### src/rtl/next_pc_unit.sv
// ============================================================================
// Module  : next_pc_unit
// Purpose : Next program-counter selection with stall and halt sequencing.
// Rev     : 1.0
// ============================================================================
`default_nettype none

module next_pc_unit (
  input  logic        clk,
  input  logic        reset,
  input  logic [15:0] pc_in,
  input  logic        start,
  input  logic        halt,
  input  logic        br_abs,
  input  logic [15:0] br_target,
  input  logic        br_rel,
  input  logic [7:0]  br_off,
  input  logic        stall_req,
  input  logic [2:0]  stall_len,
  output logic [15:0] next_pc,
  output logic        pcdrive,
  output logic        of,
  output logic        stahp,
  output logic [1:0]  state
);

  typedef enum logic [1:0] {
    S_IDLE  = 2'b00,
    S_RUN   = 2'b01,
    S_STALL = 2'b10,
    S_HALT  = 2'b11
  } state_t;

  state_t      state_q, state_d;
  logic [2:0]  stall_cnt_q, stall_cnt_d;
  logic        of_flag_q, of_flag_d;

  logic [16:0] w_sum;
  logic        w_ovf_now;
  logic        w_stall_valid;
  logic        w_in_run;

  // Bit 16 of the 17-bit sum is the carry for positive addends and the
  // borrow for negative offsets (result below zero wraps into the top range).
  always_comb begin
    if (br_rel) begin
      w_sum = {1'b0, pc_in} + {{9{br_off[7]}}, br_off};
    end else begin
      w_sum = {1'b0, pc_in} + 17'd1;
    end
  end

  assign w_ovf_now     = ~br_abs & w_sum[16];
  assign next_pc       = br_abs ? br_target : w_sum[15:0];
  assign w_stall_valid = stall_req & (stall_len != 3'd0);
  assign w_in_run      = (state_q == S_RUN);

  assign pcdrive = w_in_run & ~halt & ~w_stall_valid & ~w_ovf_now;
  assign of      = of_flag_q | (w_ovf_now & w_in_run);
  assign stahp   = ~w_in_run;
  assign state   = state_q;

  always_comb begin
    state_d     = state_q;
    stall_cnt_d = stall_cnt_q;
    of_flag_d   = of_flag_q;
    case (state_q)
      S_IDLE: begin
        if (start) state_d = S_RUN;
      end
      S_RUN: begin
        if (halt) begin
          state_d = S_HALT;
        end else if (w_ovf_now) begin
          state_d   = S_HALT;
          of_flag_d = 1'b1;
        end else if (w_stall_valid) begin
          state_d     = S_STALL;
          stall_cnt_d = stall_len;
        end
      end
      S_STALL: begin
        if (halt) begin
          state_d     = S_HALT;
          stall_cnt_d = 3'd0;
        end else begin
          stall_cnt_d = stall_cnt_q - 3'd1;
          if (stall_cnt_q == 3'd1) state_d = S_RUN;
        end
      end
      S_HALT: begin
        if (start && !halt) begin
          state_d   = S_RUN;
          of_flag_d = 1'b0;
        end
      end
      default: state_d = S_IDLE;
    endcase
  end

  always_ff @(posedge clk or posedge reset) begin
    if (reset) begin
      state_q     <= S_IDLE;
      stall_cnt_q <= 3'd0;
      of_flag_q   <= 1'b0;
    end else begin
      state_q     <= state_d;
      stall_cnt_q <= stall_cnt_d;
      of_flag_q   <= of_flag_d;
    end
  end

endmodule

`default_nettype wire

### config.mk
export PLATFORM = sky130hd
export DESIGN_NAME = next_pc_unit
export DESIGN_NICKNAME = d
export VERILOG_FILES = /design/src/rtl/next_pc_unit.sv
export SDC_FILE = /design/constraint.sdc
export NUM_CORES = 1
export LEC_CHECK = 0
export ABC_CLOCK_PERIOD_IN_PS = 4000
export CAP_MARGIN = 10
export CELL_PAD_IN_SITES_DETAIL_PLACEMENT = 0
export CELL_PAD_IN_SITES_GLOBAL_PLACEMENT = 2
export CORE_ASPECT_RATIO = 0.75
export CORE_MARGIN = 1
export CORE_UTILIZATION = 19
export DETAILED_ROUTE_END_ITERATION = 10
export HOLD_SLACK_MARGIN = 0.12
export PLACE_DENSITY_LB_ADDON = 0.1
export SYNTH_ARGS = -nofsm -noshare
export SYNTH_HDL_FRONTEND = slang
export SYNTH_SLANG_ARGS = --single-unit
### constraint.sdc
create_clock -name clk -period 4 [get_ports clk]
set_clock_uncertainty 0.2 [all_clocks]
set_input_delay 1 -clock clk [delete_from_list [all_inputs] [get_ports clk]]
set_output_delay 1 -clock clk [all_outputs]
set_load 0.01 [all_outputs]
==> run summary <==
Failing checks = negative setup slack
Peak Freq = 0.2324 GHz
Core area = 7848 um^2
DP Wirelength = 4.656 mm
Vias in the first global route = 2016
# DRC = 0
DRT iter0 DRCs = 58
DR pass1 iterations = 4
WHS Path Cells = 2
Final worst slack = -0.3021 ns
Nets = 418
Commonest non-fill, non-tap cell in the layout = buf_4
Die span in x = 105.8 um
Status = finished, violations left
Pre-CTS setup slack = -1.224 ns
Placed insts = 443
Endpoints failing setup = 10
Diodes inserted = 0
Clock sink total = 6
Placer Congestion = 0.7350
Most frequent cells in the layout = buf_4, clkdlybuf4s50_1, nand2_1
Final non-filler cell total = 455
Max Fanout on Critical Path = 5
Post-synth top area cell = ha_1
CTS H-tree depth = 1
Footprint of the multi-input gates = 1673 um^2
Total grt overflow = 0
R2r worst-path depth = 8
Hold_sp = stall_cnt_q[2]
FF+latch count, synth = 6
Initial antenna violation count = 0
Routed wire length = 5.842 mm
Die area = 8454 um^2
Setup crit start kind = input pin
Layout cell share with drive strength beyond 1 = 44.86%
PD cells = 255.3 nW/um^2
RSZ-0062 raised after global routing = yes
Area Overhead vs Synth = 110.1%
Required time of the critical path = 2.80 ns
Peak VDD IR = 0.1718 mV
CTS tree = built
Inserted Clock Buffers = 3
Clock latency on the worst-skew pair = 0.22 ns
Total GRT Usage = 13.75%
FF-to-FF setup slack = 1.86 ns
Yosys cell types = 50
Post-layout minimum cycle time = 4.302 ns
Gate Count Post-Synth = 219
Largest net degree at the start of global routing = 16
Chip height = 79.88 um
WS Path Type = in -> out
RR Startpoint = state[0]
Hold Fails Final Rpt = 0
Syn Nets = 285
Post-synthesis sequential area ratio = 9.772%
Via count = 2014
First-pass GRT wire length = 9.446 mm
WHS Endpoint = stall_cnt_q[2]
Clock Tree Buf Depth = 2
IO Pins = 71
Register Area = 150.1 um^2
ANT nets after route = 0
Mapped Area = 1536 um^2
Port-buffer cells = 70
CP endpoint kind = output pin
Vias/cell = 4.426
Initial Utilization = 19.58%
Tcrit/Tclk final = 107.6%
Hold Path Class = reg -> reg
Filler cells = 826
Row count = 28
Max_slew headroom = 57.32%
Mean Syn Cell Area = 7.016 um^2
Worst Max-Slew Pin Slew = 0.6344 ns
Yosys top cell area share = 12.21%
Maxcap violations = 0
Crit path DAT = 3.10 ns
Synth top area cells = ha_1, dfrtp_1, a21oi_1
Yosys warns = 0
Drt wl/cell = 12.84 um
CTS Root Cell = clkbuf_8
LEAKAGE = 1.353 nW
Reg clk slew, reported paths = 0.03 ns
Fin. max-slew vios = 0
Worst r2r dst = stall_cnt_q[2]
[cell type report]
| type | instances | share of cell area (%) |
|---|---|---|
| multi-input cells | 190 | 51.82 |
| well taps | 105 | 4.070 |
| repair buffers | 139 | 36.71 |
| flip-flops and latches | 6 | 4.651 |
| clock buffers | 3 | 1.279 |
| inverters | 12 | 1.473 |
[worst max path at each step]
stage	from	end	slack, ns
global placement	br_rel	next_pc[14]	-1.18
global route	br_off[0]	next_pc[14]	-0.36
finish	br_rel	next_pc[15]	-0.30
CTS	br_off[0]	next_pc[12]	-0.25
detailed placement	br_rel	next_pc[14]	-1.22
floorplan	br_off[0]	next_pc[14]	-0.10
[worst max-delay path: stages]
cell,delay [ns]
buf_8,0.11
buf_6,0.12
and2_4,0.16
ha_4,0.23
or2_4,0.25
buf_4,0.14
a21oi_4,0.22
or4_4,0.17
o21ai_2,0.06
o31a_1,0.25
o31ai_2,0.22
buf_2,0.18
[synthesized netlist by cell type (all sizes together)]
library cell / number
mux2: 4
xnor2: 7
and4b: 1
o22ai: 4
nand3: 5
a211oi: 2
nor4: 2
ha: 15
and2: 8
mux2i: 5
o21bai: 1
nand2: 22
nor2b: 4
nand3b: 1
a311oi: 2
a21o: 2
o31ai: 4
o221ai: 1
nand2b: 7
clkbuf: 6
or4: 1
a22oi: 2
o211ai: 3
or3: 5
fa: 1
nand4: 1
dfrtp: 6
o21ai: 18
inv: 12
a222oi: 1
xor2: 5
a2111o: 2
o31a: 4
nand4b: 1
nor3b: 1
a21oi: 18
nor2: 20
and3: 2
or2: 2
nor3: 6
buf: 5
[flip-flops by register name, summed over array words and instances, names as in the netlist]
| name | flops |
|---|---|
| state | 2 |
| of_flag_q | 1 |
| stall_cnt_q | 3 |
[per-layer routing]
metal,global-route usage (%),share of wire (%)
met5,0,0
met4,2.500,0.24
met3,0.5714,2.6
met2,21.96,44
met1,20.43,53
[what timing repair did]
action | in CTS | in global routing
setup endpoints to repair | 17 | 13
hold buffers | 0 | 0
resized for setup | 157 | 19
setup buffers | 9 | 4
pin swaps | 46 | 20
endpoints found under the hold margin | 0 | 0
[logic make-up after synthesis]
kind of cell | after synthesis | synth area share (%)
multiplexers | 9 | 6.433
buffers and inverters | 23 | 6.351
XOR/XNOR | 12 | 6.840
flip-flops | 6 | 9.772
adder cells (fa/ha/maj) | 16 | 13.52
AO/OA/AOI/OAI | 64 | 27.28
AND/OR/NAND/NOR | 89 | 29.81
[power by group]
part	internal, mW	switching (mW)
logic	0.332	0.295
registers	0.0878	0.0221
clock network	0.0643	0.0222
total	0.484	0.340
[through the flow]
step | hold slack [ns] | area (um^2) | total power, mW | TNS, ns | util (%)
2_1_floorplan | 0.2956 | 1569 | 0.4114 | -0.1147 | -
3_3_place_gp | 0.3794 | 2799 | 0.6817 | -14.68 | 35.67
3_5_place_dp | 0.3758 | 2799 | 0.6749 | -15.13 | 35.67
4_1_cts | 0.3811 | 3154 | 0.8108 | -1.303 | 40.19
5_1_grt | 0.4024 | 3228 | 0.8990 | -2.708 | 41.14
6_report | 0.3808 | 3228 | 0.8241 | -1.832 | 41.14
Power figures use the tool's default switching activity.
